File: config.mk
export PLATFORM = sky130hd
export DESIGN_NAME = uart_tx_engine
export DESIGN_NICKNAME = d
export VERILOG_FILES = /design/src/rtl/uart_tx_engine.sv
export SDC_FILE = /design/constraint.sdc
export NUM_CORES = 1
export LEC_CHECK = 0
export ABC_AREA = 1
export CORE_MARGIN = 8
export CORE_UTILIZATION = 53
export CTS_BUF_LIST = sky130_fd_sc_hd__clkbuf_4
export DETAILED_ROUTE_END_ITERATION = 8
export GPL_TIMING_DRIVEN = 0
export PLACE_DENSITY = 0.82
export SYNTH_ARGS = -nofsm -noshare
export SYNTH_HDL_FRONTEND = slang
export SYNTH_SLANG_ARGS = --single-unit
File: constraint.sdc
create_clock -name clk -period 1.5 [get_ports clk]
set_input_delay 0.3 -clock clk [delete_from_list [all_inputs] [get_ports clk]]
set_output_delay 0.3 -clock clk [all_outputs]
set_load 0.01 [all_outputs]
File: src/rtl/uart_tx_engine.sv
// UART transmitter: valid/ready byte input, start + 8 data bits (LSB first) +
// optional parity + 1 or 2 stop bits on a registered, idle-high tx line.
module uart_tx_engine #(
  parameter int CLKS_PER_BIT = 16
) (
  input  logic       clk,
  input  logic       rst,
  input  logic       c_valid,
  input  logic [3:0] c_addr,
  input  logic [7:0] c_data,
  output logic       c_ready,
  input  logic [7:0] in_data,
  input  logic       in_valid,
  output logic       in_ready,
  output logic       tx,
  output logic       busy,
  output logic       tx_done
);

  localparam int CW = (CLKS_PER_BIT > 1) ? $clog2(CLKS_PER_BIT) : 1;
  localparam logic [CW-1:0] LAST = CW'(CLKS_PER_BIT - 1);

  localparam logic [3:0] ADDR_PARITY = 4'b0101;
  localparam logic [3:0] ADDR_STOP   = 4'b0110;

  typedef enum logic [2:0] {
    S_IDLE,
    S_START,
    S_DATA,
    S_PARITY,
    S_STOP
  } state_t;

  state_t          state, state_n;
  logic [CW-1:0]   cnt, cnt_n;
  logic [2:0]      idx, idx_n;
  logic [7:0]      shreg, shreg_n;
  logic            par, par_n;
  logic            tx_q, tx_n;
  logic [1:0]      parity_mode, parity_mode_n;
  logic            stop2, stop2_n;

  logic            bit_end;
  logic            parity_on;
  logic            cfg_we;
  logic            cfg_unused;

  assign c_ready    = (state == S_IDLE);
  assign in_ready   = (state == S_IDLE);
  assign busy       = (state != S_IDLE);
  assign tx         = tx_q;
  assign cfg_we     = c_valid && c_ready;
  assign bit_end    = (cnt == LAST);
  assign parity_on  = parity_mode[0] ^ parity_mode[1];
  assign cfg_unused = ^c_data[7:2];

  // Config only changes in IDLE, so the registered values are frozen for the
  // whole frame; a write in the accept cycle lands before the first bit needs it.
  assign tx_done = (state == S_STOP) && bit_end && (!stop2 || idx[0]);

  // NOTE: every *_n signal takes its hold value first so no path leaves it unassigned (no latches).
  always_comb begin
    state_n       = state;
    cnt_n         = bit_end ? '0 : cnt + 1'b1;
    idx_n         = idx;
    shreg_n       = shreg;
    par_n         = par;
    tx_n          = tx_q;
    parity_mode_n = parity_mode;
    stop2_n       = stop2;

    if (cfg_we) begin
      if (c_addr == ADDR_PARITY) parity_mode_n = c_data[1:0];
      if (c_addr == ADDR_STOP)   stop2_n       = c_data[0];
    end

    unique case (state)
      S_IDLE: begin
        cnt_n = '0;
        idx_n = '0;
        tx_n  = 1'b1;
        if (in_valid) begin
          state_n = S_START;
          shreg_n = in_data;
          par_n   = ^in_data;
          tx_n    = 1'b0;
        end
      end
      S_START: begin
        if (bit_end) begin
          state_n = S_DATA;
          idx_n   = '0;
          tx_n    = shreg[0];
        end
      end
      S_DATA: begin
        if (bit_end) begin
          shreg_n = {1'b0, shreg[7:1]};
          if (idx == 3'd7) begin
            idx_n = '0;
            if (parity_on) begin
              state_n = S_PARITY;
              tx_n    = par ^ parity_mode[1];
            end else begin
              state_n = S_STOP;
              tx_n    = 1'b1;
            end
          end else begin
            idx_n = idx + 1'b1;
            tx_n  = shreg[1];
          end
        end
      end
      S_PARITY: begin
        if (bit_end) begin
          state_n = S_STOP;
          idx_n   = '0;
          tx_n    = 1'b1;
        end
      end
      S_STOP: begin
        tx_n = 1'b1;
        if (bit_end) begin
          if (stop2 && !idx[0]) begin
            idx_n = 3'd1;
          end else begin
            state_n = S_IDLE;
            idx_n   = '0;
          end
        end
      end
      default: begin
        state_n = S_IDLE;
        tx_n    = 1'b1;
      end
    endcase
  end

  // NOTE: state registers use non-blocking assignments; reset is synchronous and covers every register.
  always_ff @(posedge clk) begin
    if (rst) begin
      state       <= S_IDLE;
      cnt         <= '0;
      idx         <= '0;
      shreg       <= '0;
      par         <= 1'b0;
      tx_q        <= 1'b1;
      parity_mode <= 2'b00;
      stop2       <= 1'b0;
    end else begin
      state       <= state_n;
      cnt         <= cnt_n;
      idx         <= idx_n;
      shreg       <= shreg_n;
      par         <= par_n;
      tx_q        <= tx_n;
      parity_mode <= parity_mode_n;
      stop2       <= stop2_n;
    end
  end

endmodule

==> run metrics <==
HP Start=idx[1]$_SDFFE_PP0P_; Root Buffer=clkbuf_4; HPWL after DPL=around 2.4 mm; via-per-instance ratio=5.07; port bufs=22; gr ovfl total=0; largest net degree at the start of global routing=13; gr usage total=15.2%; CP max FO=3; final wirelength=3.53 mm; RR Startpoint=idx[0]$_SDFFE_PP0P_; area share of the largest cell type after synthesis=a little under a third; die area=4740 um^2; Final setup viols=4; worst hold stages=2; Setup WS pre-CTS=-0.406 ns; effective utilization at floorplan=a little over half; nets=313; crit-path leading delay family=simple AND/OR/NAND/NOR gates; post-DR wirelength/cell=between 10 and 15 um; Slew HR=between 60% and 70%; DRC viols=0; f_max=roughly 650 MHz; WP buf/inv=1; setup repair after global routing missed its margin=yes; Synth area leader=dfxtp_1; leakage power=0.000995 uW; chip width=around 69 um; Cell Count Post-Placement=~300; Detailed Routing Iterations Pass 1=4; Num CTS Buffers=3; reg2reg setup slack=around 0.04 ns; Sink Count=23; share of cells above drive strength 1=18.6%; Max Cap Viol=0; Slew @ Worst Pin=between 0.4 and 0.5 ns; CTS tree=built; Max Root-Sink Buffers=2; WHS Endpoint=idx[1]$_SDFFE_PP0P_; routability cong.=~0.93; synth top area cells=dfxtp_1 31%, nand2_1 21%, nor2_1 11%; syn_area_per_cell=6.01 um^2; worst vdd ir=about 1.8 mV; async set-or-reset flop fraction in the synthesized netlist=0%; reg2reg end=state[0]$_SDFFE_PP0P_; Site Rows=19; clk_lat worst skew=between 0.3 and 0.4 ns; Hold WS=around 0.48 ns; final hold viol count=0; antenna violations before repair=0; CTS HTree Levels=1; CP Class=reg2out; Setup Skew=about 0.0059 ns; CP Cell Sequence=nor2_4 > nand2_2 > nor3_2 > buf_2; CP endpoint kind=output pin; Seq cells post-synth=23; I/O pin count=29; HP Class=reg2reg; crit path max-delay cell type=dfxtp_4; EDFF count, synth=0; diode count=0; synth cell count leaders=81 x nand2_1, 42 x nor2_1, 35 x inv_1, 23 x dfxtp_1, 18 x nand3_1; Final min period=between 1.5 and 2 ns; Final period util=103%; first-pass GRT wire length=5.60 mm; core area=roughly 2700 um^2; Total Neg Setup Slack=-0.0884 ns; synth warn=0; Power Density=2040 nW/um^2; failing checks=negative setup slack; DRT antenna net count=0; Reg clk slew, reported paths=roughly 0.13 ns; chip height=a little under 70 um; Main synth FF type=dfxtp_1; Crit path depth=4; sequential share of the synthesized area=31.1%; type of origin of the critical path=flop; syn nets=273; vias in the first global route=1393; R2R depth=7; CP required=~1.2 ns; Layout Area Growth over Synthesis=32.7%; Cells after Synth=between 200 and 250; critical path's largest stage delay=0.38 ns; Post-Layout Cell Count=316; status=finished with violations; Initial DRC Count=approximately 110; synthesized area=between 1000 and 1500 um^2; worst endpoint data arrival time=between 1 and 1.5 ns; Synth cell types=25; most numerous cell in the Yosys netlist=nand2_1; max-slew violations=0; vias=around 1600; fin worst setup slack=-0.0403 ns
cell type report:
cell class,instances,area [um^2]
Inverter,38,148
Multi-Input combinational cell,181,922
Sequential cell,23,474
Clock buffer,4,30.0
Tap cell,31,38.8
Fill cell,220,747
Buffer,3,21.3
Timing Repair Buffer,36,329
how the worst max path moves through the flow:
stage,startpoint,to
4_1_cts,cnt[1]$_SDFF_PP0_,tx_done
3_3_place_gp,cnt[0]$_SDFF_PP0_,tx_done
5_1_grt,state[2]$_SDFFE_PP0P_,state[0]$_SDFFE_PP0P_
6_report,state[1]$_SDFFE_PP0P_,tx_done
3_5_place_dp,cnt[0]$_SDFF_PP0_,tx_done
2_1_floorplan,cnt[0]$_SDFF_PP0_,shreg[6]$_SDFFE_PP0P_
power breakdown:
part           switching [uW]  internal, uW
Clock                     191           122
Sequential                104           830
Combinational            1560          1200
Total                    1860          2150
cell families (layout without fill, tap and decap cells):
| group | count (synthesis) | count (layout) | share of synthesized area [%] |
|---|---|---|---|
| xor+xnor | 3 | 3 | 1.78 |
| flops | 23 | 23 | 31.1 |
| compound gates | 22 | 22 | 8.63 |
| buf+inv | 42 | 81 | 11.6 |
| fa+ha+maj | 3 | 3 | 2.54 |
| simple gates | 153 | 153 | 44.3 |
what timing repair did:
item | CTS | global route
endpoints found under the hold margin | 0 | 0
hold buffers | 0 | 0
cloned | 0 | 0
pin swaps | 3 | 5
gates resized for setup | 30 | 17
buffers inserted | 8 | 6
endpoints found under the setup margin | 15 | 8
registers in the layout, summed over array words and instances (netlist names):
signal       cells
parity_mode      2
par              1
tx               1
stop2            1
cnt              4
shreg            8
idx              3
state            3
worst min-delay path, cell delays in order (launching register included):
cell and delay, ns:
dfxtp_1 0.34, nand2_1 0.06, a21oi_1 0.05
metal layers:
| metal | up-vias | GRT usage (%) | wire length, um |
|---|---|---|---|
| met5 | - | 0 | 0 |
| met4 | 0 | 6.77 | 89 |
| met3 | 13 | 3.23 | 214 |
| met2 | 48 | 26.7 | 1770 |
| met1 | 706 | 17.3 | 1450 |
| li1 | 834 | - | - |
through the flow:
| stage | instance area, um^2 | total power [uW] | utilization (%) |
|---|---|---|---|
| floorplan | 1480 | 2460 | - |
| global placement | 1740 | 2970 | 64.1 |
| detailed placement | 1740 | 3000 | 64.1 |
| CTS | 1850 | 3480 | 68.1 |
| global route | 1960 | 4390 | 72.4 |
| finish | 1960 | 4010 | 72.4 |
placed cells by master (no fill, tap or decap), types with 3 or more instances in the layout:
| cell | n |
|---|---|
| clkdlybuf4s50_1 | 17 |
| a21oi_1 | 6 |
| nor3_2 | 3 |
| clkbuf_4 | 4 |
| inv_2 | 3 |
| buf_6 | 3 |
| nor2_4 | 3 |
| buf_2 | 4 |
| nor2_1 | 39 |
| dfxtp_1 | 18 |
| inv_1 | 33 |
| o21ai_0 | 12 |
| nand3_1 | 16 |
| nand2_1 | 80 |
| buf_4 | 13 |
| dfxtp_4 | 3 |
Note: power is estimated with default switching activity, not from simulation.
